--- src/rtl/debug_unit.sv ---
// debug_unit: host-side control stage upstream of the MIPS pipeline. Loads
//   program words from UART RX bytes, gates the pipeline for RUN/STEP and
//   reports PC and cycle count back over UART TX.
// Latency: last load byte -> o_prog_we 1 cycle; o_prog_we -> o_mips_clear 1 cycle.
// Backpressure: each TX byte waits for i_tx_done; RX bytes outside IDLE/LOAD are dropped.
//
// Ports:
//   i_clk, i_rst          clock (rising edge), asynchronous active-low reset
//   i_rx_data/i_rx_done   received byte and its one-cycle strobe
//   o_tx_data/o_tx_start  byte to send (held until i_tx_done) and start strobe
//   i_tx_done             TX finished current byte
//   o_prog_we/_addr/_data program-memory write port
//   o_mips_en/o_mips_clear pipeline clock-enable and synchronous clear
//   i_halt, i_pc          pipeline halt level and current PC
//
// Optional feature: define DEBUG_UNIT_TIMEOUT_EN to abort a stalled LOAD after
// TIMEOUT_CYCLES idle cycles (sends 8'hEE, returns to IDLE). The TIMEOUT_CYCLES
// parameter exists only in that build.

module debug_unit #(
  parameter int LEN               = 32,
  parameter int NB_ADDRESS        = 16,
  parameter int RAM_DEPTH_PROGRAM = 32,
  parameter int NB_BYTE           = 8
`ifdef DEBUG_UNIT_TIMEOUT_EN
  ,
  parameter int TIMEOUT_CYCLES    = 1024
`endif
) (
  input  logic                  i_clk,
  input  logic                  i_rst,
  input  logic [NB_BYTE-1:0]    i_rx_data,
  input  logic                  i_rx_done,
  output logic [NB_BYTE-1:0]    o_tx_data,
  output logic                  o_tx_start,
  input  logic                  i_tx_done,
  output logic                  o_prog_we,
  output logic [NB_ADDRESS-1:0] o_prog_addr,
  output logic [LEN-1:0]        o_prog_data,
  output logic                  o_mips_en,
  output logic                  o_mips_clear,
  input  logic                  i_halt,
  input  logic [LEN-1:0]        i_pc
);

  localparam logic [2:0] ST_IDLE      = 3'd0;
  localparam logic [2:0] ST_LOAD_CNT  = 3'd1;
  localparam logic [2:0] ST_LOAD_BYTE = 3'd2;
  localparam logic [2:0] ST_WRITE     = 3'd3;
  localparam logic [2:0] ST_CLEAR     = 3'd4;
  localparam logic [2:0] ST_RUN       = 3'd5;
  localparam logic [2:0] ST_STEP      = 3'd6;
  localparam logic [2:0] ST_SEND      = 3'd7;

  localparam int BYTES_PER_WORD = LEN / NB_BYTE;
  localparam int BYTE_IDX_W     = (BYTES_PER_WORD > 1) ? $clog2(BYTES_PER_WORD) : 1;
  localparam int REP_W          = 2 * LEN;
  localparam int REP_BYTES      = REP_W / NB_BYTE;
  localparam int LEFT_W         = $clog2(REP_BYTES + 1);

  localparam logic [NB_BYTE-1:0] CMD_LOAD = NB_BYTE'(8'h4C);
  localparam logic [NB_BYTE-1:0] CMD_RUN  = NB_BYTE'(8'h52);
  localparam logic [NB_BYTE-1:0] CMD_STEP = NB_BYTE'(8'h53);

  logic [2:0]            state_q, state_d;
  logic [NB_ADDRESS-1:0] n_q, n_d;               // words to load (saturated)
  logic [NB_ADDRESS-1:0] word_idx_q, word_idx_d;
  logic [BYTE_IDX_W-1:0] byte_idx_q, byte_idx_d;
  logic [LEN-1:0]        word_q, word_d;         // word being assembled, MSB first
  logic [LEN-1:0]        cnt_q, cnt_d;           // enabled-cycle counter
  logic [REP_W-1:0]      report_q, report_d;     // outgoing bytes, top byte is current
  logic [LEFT_W-1:0]     left_q, left_d;         // bytes still to send incl. current
  logic                  tx_pend_q, tx_pend_d;   // current byte not yet started
  logic                  step_done_q, step_done_d;

`ifdef DEBUG_UNIT_TIMEOUT_EN
  localparam int TO_W = $clog2(TIMEOUT_CYCLES + 1);
  logic [TO_W-1:0]       to_cnt_q, to_cnt_d;
`endif

  always_comb begin
    state_d     = state_q;
    n_d         = n_q;
    word_idx_d  = word_idx_q;
    byte_idx_d  = byte_idx_q;
    word_d      = word_q;
    cnt_d       = cnt_q;
    report_d    = report_q;
    left_d      = left_q;
    tx_pend_d   = tx_pend_q;
    step_done_d = step_done_q;

    case (state_q)
      ST_IDLE: begin
        if (i_rx_done) begin
          if (i_rx_data == CMD_LOAD) begin
            state_d = ST_LOAD_CNT;
          end else if (i_rx_data == CMD_RUN) begin
            state_d = ST_RUN;
          end else if (i_rx_data == CMD_STEP) begin
            state_d     = ST_STEP;
            step_done_d = 1'b0;
          end
        end
      end

      ST_LOAD_CNT: begin
        if (i_rx_done) begin
          word_idx_d = '0;
          byte_idx_d = '0;
          if (i_rx_data == '0) begin
            state_d = ST_CLEAR;
          end else begin
            state_d = ST_LOAD_BYTE;
            if (NB_ADDRESS'(i_rx_data) > NB_ADDRESS'(RAM_DEPTH_PROGRAM)) begin
              n_d = NB_ADDRESS'(RAM_DEPTH_PROGRAM);
            end else begin
              n_d = NB_ADDRESS'(i_rx_data);
            end
          end
        end
      end

      ST_LOAD_BYTE: begin
        if (i_rx_done) begin
          word_d     = {word_q[LEN-NB_BYTE-1:0], i_rx_data};
          byte_idx_d = byte_idx_q + 1'b1;
          if (byte_idx_q == BYTE_IDX_W'(BYTES_PER_WORD - 1)) begin
            state_d = ST_WRITE;
          end
        end
      end

      ST_WRITE: begin
        word_idx_d = word_idx_q + 1'b1;
        byte_idx_d = '0;
        if (word_idx_q + 1'b1 == n_q) begin
          state_d = ST_CLEAR;
        end else begin
          state_d = ST_LOAD_BYTE;
        end
      end

      ST_CLEAR: begin
        cnt_d   = '0;
        state_d = ST_IDLE;
      end

      ST_RUN: begin
        if (i_halt) begin
          report_d  = {i_pc, cnt_q};
          left_d    = LEFT_W'(REP_BYTES);
          tx_pend_d = 1'b1;
          state_d   = ST_SEND;
        end else begin
          cnt_d = cnt_q + 1'b1;
        end
      end

      // First cycle issues the single enable pulse; the capture happens the
      // cycle after so the reported PC reflects the stepped instruction.
      ST_STEP: begin
        if (i_halt || step_done_q) begin
          report_d  = {i_pc, cnt_q};
          left_d    = LEFT_W'(REP_BYTES);
          tx_pend_d = 1'b1;
          state_d   = ST_SEND;
        end else begin
          cnt_d       = cnt_q + 1'b1;
          step_done_d = 1'b1;
        end
      end

      ST_SEND: begin
        if (tx_pend_q) begin
          tx_pend_d = 1'b0;
        end else if (i_tx_done) begin
          if (left_q == LEFT_W'(1)) begin
            state_d = ST_IDLE;
            left_d  = '0;
          end else begin
            left_d    = left_q - 1'b1;
            report_d  = {report_q[REP_W-NB_BYTE-1:0], {NB_BYTE{1'b0}}};
            tx_pend_d = 1'b1;
          end
        end
      end

      default: state_d = ST_IDLE;
    endcase

`ifdef DEBUG_UNIT_TIMEOUT_EN
    to_cnt_d = '0;
    if (state_q == ST_LOAD_CNT || state_q == ST_LOAD_BYTE) begin
      if (!i_rx_done) begin
        if (to_cnt_q == TO_W'(TIMEOUT_CYCLES - 1)) begin
          // Abort: drop the partial word, report a single error byte.
          report_d                        = '0;
          report_d[REP_W-1 -: NB_BYTE]    = NB_BYTE'(8'hEE);
          left_d                          = LEFT_W'(1);
          tx_pend_d                       = 1'b1;
          byte_idx_d                      = '0;
          state_d                         = ST_SEND;
        end else begin
          to_cnt_d = to_cnt_q + 1'b1;
        end
      end
    end
`endif
  end

  always_ff @(posedge i_clk or negedge i_rst) begin
    if (!i_rst) begin
      state_q     <= ST_IDLE;
      n_q         <= '0;
      word_idx_q  <= '0;
      byte_idx_q  <= '0;
      word_q      <= '0;
      cnt_q       <= '0;
      report_q    <= '0;
      left_q      <= '0;
      tx_pend_q   <= 1'b0;
      step_done_q <= 1'b0;
    end else begin
      state_q     <= state_d;
      n_q         <= n_d;
      word_idx_q  <= word_idx_d;
      byte_idx_q  <= byte_idx_d;
      word_q      <= word_d;
      cnt_q       <= cnt_d;
      report_q    <= report_d;
      left_q      <= left_d;
      tx_pend_q   <= tx_pend_d;
      step_done_q <= step_done_d;
    end
  end

`ifdef DEBUG_UNIT_TIMEOUT_EN
  always_ff @(posedge i_clk or negedge i_rst) begin
    if (!i_rst) begin
      to_cnt_q <= '0;
    end else begin
      to_cnt_q <= to_cnt_d;
    end
  end
`endif

  // Outputs decode from state so reset forces them low immediately. The enable
  // also looks at i_halt so the halting cycle itself is never enabled.
  assign o_prog_we    = (state_q == ST_WRITE);
  assign o_prog_addr  = (state_q == ST_WRITE) ? word_idx_q : '0;
  assign o_prog_data  = (state_q == ST_WRITE) ? word_q : '0;
  assign o_mips_clear = (state_q == ST_CLEAR);
  assign o_mips_en    = ((state_q == ST_RUN) && !i_halt) ||
                        ((state_q == ST_STEP) && !i_halt && !step_done_q);
  assign o_tx_start   = (state_q == ST_SEND) && tx_pend_q;
  assign o_tx_data    = (state_q == ST_SEND) ? report_q[REP_W-1 -: NB_BYTE] : '0;

endmodule

--- config.mk ---
export PLATFORM = sky130hd
export DESIGN_NAME = debug_unit
export DESIGN_NICKNAME = d
export VERILOG_FILES = /design/src/rtl/debug_unit.sv
export SDC_FILE = /design/constraint.sdc
export NUM_CORES = 1
export LEC_CHECK = 0
export CAP_MARGIN = 20
export CORE_MARGIN = 1.5
export CORE_UTILIZATION = 55
export DETAILED_ROUTE_END_ITERATION = 12
export PLACE_DENSITY_LB_ADDON = 0.12
export SYNTH_ARGS = -nofsm -noshare
export SYNTH_HDL_FRONTEND = slang
export SYNTH_SLANG_ARGS = --single-unit
--- constraint.sdc ---
create_clock -name i_clk -period 2.6 [get_ports i_clk]
set_input_delay 0.52 -clock i_clk [delete_from_list [all_inputs] [get_ports i_clk]]
set_output_delay 0.52 -clock i_clk [all_outputs]
set_load 0.05 [all_outputs]
After elaboration in Yosys (flattened, before gate mapping)
Cells that the tools add are included.
{ "totals": {"reg_bits": 171, "input_bits": 45, "output_inout_bits": 60, "wordCells": 121} }
{ "op_classes": {"n_addsub": 4, "order_cmp": 1, "n_eq_ne": 29, "n_mux": 51, "n_bitwise": 1, "n_reduce_logical": 25} }
{ "op_table": {"columns": ["cell", "count"], "rows": [
  ["$mux W64", 5],
  ["$pmux W64 S3", 1],
  ["$mux W32", 3],
  ["$pmux W32 S3", 1],
  ["$mux W3", 14],
  ["$add A32 B1 Y32 const B", 1],
  ["$mux W16", 2],
  ["$pmux W16 S2", 1],
  ["$ne A2 B2 Y1 const B", 15],
  ["$eq A8 B7 Y1 const B", 3],
  ["$pmux W3 S8", 1],
  ["$mux W4", 5],
  ["$add A16 B1 Y16 const B", 1],
  ["$eq A16 B16 Y1", 1],
  ["$mux W8", 2],
  ["$eq A3 B3 Y1 const B", 4],
  ["$pmux W4 S3", 1],
  ["$reduce_and A3 Y1", 4],
  ["$reduce_and A6 Y1", 2],
  ["$mux W1", 10],
  ["$reduce_and A10 Y1", 1],
  ["$reduce_bool A3 Y1", 3],
  ["$gt A8 B6 Y1 const B", 1],
  ["$logic_not A8 Y1", 1],
  ["19 further kinds", 28]
]} }

Logic depth before layout (Yosys ltp)
Gate-level depths: netlist of the first run.
{ "depth": {"depth_word": 6, "depth_mapped": 9, "mapped_depth_nobuf": 8} }

Worst setup path before layout of the first run
No wires, ideal clock.
{ "synth_timing": {"path_type": "reg-to-output", "from": "register state_q[2]", "to": "output port o_prog_data[23]", "arrival_time_ns": 2.166, "required_time_ns": 2.080, "setup_slack_ns": -0.086, "path_stages_with_launch": 7, "n_path_buf": 2, "path_cell_list": "dfrtp_1 buf_2 inv_2 nand3_1 inv_1 clkbuf_1 and2_1"} }
{ "synth_via": {"elab_chain_len": 2} }
{ "synth_rtl": {"columns": ["item", "line_no", "source"], "rows": [
  ["start, declared", "65", "logic [2:0] state_q, state_d;"],
  ["start signal, assigned", "225", "state_q <= state_d;"],
  ["$eq A3 B2 Y1", null, null],
  ["named net o_prog_we", "37", "output logic o_prog_we,"],
  ["$mux W32", "252", "assign o_prog_data = (state_q == ST_WRITE) ? word_q : '0;"],
  ["end, declared", "39", "output logic [LEN-1:0] o_prog_data,"]
]} }
The timed path passes the listed nets, and every way through them passes these cells.

Worst setup path after layout of the first run
{ "layout_timing": {"from": "register state_q[0]", "to": "output port o_prog_data[21]"} }
{ "layout_via": {"elab_chain_len": 2} }
{ "layout_rtl": {"columns": ["item", "line_no"], "rows": [
  ["$eq A3 B2 Y1", "252"],
  ["$mux W32", "252"]
]} }
Every way passes these cells.

==> impl_metrics.tcl, run 1 <==
set metrics [dict create \
    outcome "complete, no violations" \
    yosys_warnings 0 \
    yosysUniqueCellTypes 54 \
    setup_slack_ps 157 \
    rows 44 \
    grt_max_degree 83 \
    worstPathMaxFanout 30 \
    tns_ps 0 \
    hpwlAfterDp_mm 13.0 \
    antenna_found_initial 0 \
    synth_nets 956 \
    cts_tree "done" \
    clock_skew_ps 6.65 \
    endpoint_kind "output pin" \
    globalplace.congestion 0.876 \
    cts_root_buffer "clkbuf_16" \
    drcViolationCount 0 \
    drive_gt1_frac 0.173 \
    whs_ps 75.4 \
    drv_cap 0 \
    htreeDepth 4 \
    sw_frac_of_total 0.261 \
    arrival_ps 1920 \
    fin_nets 1061 \
    finalCritPeriodShare 0.940 \
    netlist_area_sq_um 8250 \
    period_needed_ps 2440 \
    syn_inst 906 \
    clkLatencyLatePin_ps 430 \
    path_clk_slew_ps 60 \
    pwr_density_cell_nw_per_um2 637 \
    port_buffers 104 \
    rrSetupSlack_ps 240 \
    initialDrtViolationCount 591 \
    ir_drop_v 0.000767 \
    drt-pass1-iter-count 5 \
    ys_top_cells_by_count "dfrtp_1 (163), nand2_1 (157), nor2_1 (116), a31oi_1 (62), and2_1 (60)" \
    post-place-ws_ps 107 \
    reg2reg_to "state_q[1]" \
    power_frac_seq 0.455 \
    viasPerCell 5.71 \
    ys_ff_latch 163 \
    place_area_sq_um 10200 \
    synthArstFlopShare 1.00 \
    avgSynthCellArea_sq_um 9.11 \
    rsz0062_at_grt "false" \
    drtAntennaViolNets 0 \
    ys.flop_type "dfrtp_1" \
    initial_core_util 0.566 \
    core_sq_um 14600 \
    wl_per_cell_microns 16.4 \
    yosysSeqAreaShare 0.494 \
    synth_largest_area_cell "dfrtp_1" \
    startpoint_type "register" \
    final_area_sq_um 10900 \
    p_int_uw 5140 \
    cts_sinks 163 \
    combinationalPowerShare 0.145 \
    postCtsHoldBufs 0 \
    slew_headroom 0.519 \
    worstMarginPinSlew_ps 722 \
    grt_usage 0.258 \
    min_path_type "in -> async" \
    grt_pass1_wl_mm 33.1 \
    critical_path_class "reg -> out" \
    die_area_sq_um 15700 \
    grt_pass1_vias 6653 \
    crit_required_ps 2080 \
    cts_made_buffers 17 \
    clockBufferDepth 2 \
    setup-violations-final 0 \
    max_freq_mhz 409 \
    clkPwrFrac 0.401 \
    rr_worst_depth 8 \
    antenna_cells 0 \
    r2r-start "word_idx_q[1]" \
    grt_overflow 0 \
    synth_top_area_share 0.494 \
    syn2layout_area_growth_pct 32.4 \
    power.switching_uw 1820 \
    die_h_microns 125 \
    vias 6889 \
    hold_viol 0 \
    ys_top_cells_by_area "dfrtp_1 (49%), nand2_1 (7.1%), nor2_1 (5.3%)" \
    synth-edff-count 0 \
    totalWireLength_mm 19.8 \
    io_pins 105 \
    p_leak_uw 0.00465 \
    drv_slew 0 \
    die_w_microns 125 \
    synth.most_common_cell "dfrtp_1" \
]
[power groups by stage]
stage                     sequential, uW  combinational [uW]  clock, uW
after global placement              3170                 961          0
after CTS                           3160                1010       2820
after detailed placement            3190                 997          0
after floorplan                     3040                 750          0
after global routing                3210                1120       2940
final                               3170                1010       2790
[how the worst max path moves through the flow]
| stage | start | cells after the start | to | slack, ps |
|---|---|---|---|---|
| global placement | i_rx_data[1] | 7 | state_q[2] | 150 |
| finish | state_q[0] | 6 | o_prog_data[21] | 160 |
| global route | word_idx_q[1] | 8 | state_q[1] | 30 |
| CTS | state_q[1] | 4 | o_tx_data[1] | 20 |
| floorplan | state_q[2] | 7 | o_prog_data[13] | 80 |
| detailed placement | i_halt | 8 | report_q[59] | 110 |
[flip-flops by register name, summed over array words and instances (netlist names)]
name	count
step_done_q	1
byte_idx_q	2
n_q	8
report_q	64
cnt_q	32
word_q	32
left_q	4
state_q	3
word_idx_q	16
tx_pend_q	1
[layer usage]
layer  wire length, microns  vias to the layer above  track usage
li1                       -                     3333            -
met1                   8900                     3334        0.350
met2                   9770                      201        0.425
met3                    918                       21       0.0531
met4                    196                        0       0.0662
met5                      0                        -            0
[cell families after synthesis]
family / after synthesis / synth area share
adders and majority gates: 5 / 0.00758
buffers and inverters: 71 / 0.0376
and+or+nand+nor: 429 / 0.243
DFF: 163 / 0.494
AOI/OAI and AO/OA: 161 / 0.126
xor gates and xnor gates: 43 / 0.0456
muxes: 34 / 0.0462
[worst max-delay path: stages, from the launching register on]
cell	delay [ps]
dfrtp_1	430
buf_4	220
nand3_1	130
inv_2	140
clkbuf_16	220
and2_1	190
buf_12	150
[cell usage in the layout (no fill, tap or decap), drive strengths merged, types with 6 or more instances in the layout]
master         synthesis  final
a21oi                 14     14
a22o                  15     15
a31oi                 62     62
and2                  60     60
buf                   20     99
clkbuf                37     23
clkdlybuf4s50          0     43
dfrtp                163    163
inv                   14     14
mux2                  33     33
nand2                157    157
nand3                 24     24
nand4                 14     14
nor2                 116    116
nor3                  21     21
nor3b                  6      6
nor4                   8      8
o21ai                 42     42
xnor2                 26     26
xor2                  17     17
[timing repair]
item                                   in CTS  in global routing
buffers inserted                            0                  3
gates resized for setup                     0                  3
setup endpoints to repair                   0                 22
endpoints found under the hold margin       0                  0
[stage by stage]
stage,utilization,cells,total power (uW)
after global placement,0.700,1172,4130
after floorplan,-,906,3790
after CTS,0.745,1203,6990
final,0.749,1207,6960
after detailed placement,0.700,1172,4190
after global routing,0.749,1207,7270
[cell type report]
type                       instances  area (sq um)
clock buffer                      22           484
clock inverter                     9           175
fill                            1028          3660
inverter                          14          52.6
multi-input combinational        672          3890
sequential                       163          4080
tap                              184           230
timing repair buffer             143          2020
No activity file was read; power rests on OpenSTA's default activity.
==> run 2: changes to the inputs <==
--- a/config.mk
+++ b/config.mk
@@ -10,6 +10,7 @@
 export CORE_UTILIZATION = 55
 export DETAILED_ROUTE_END_ITERATION = 12
 export PLACE_DENSITY_LB_ADDON = 0.12
+export SKIP_CTS_REPAIR_TIMING = 1
 export SYNTH_ARGS = -nofsm -noshare
 export SYNTH_HDL_FRONTEND = slang
 export SYNTH_SLANG_ARGS = --single-unit
==> results of run 2 <==
Final layout, timing and power as in run 1 (identical DEF).
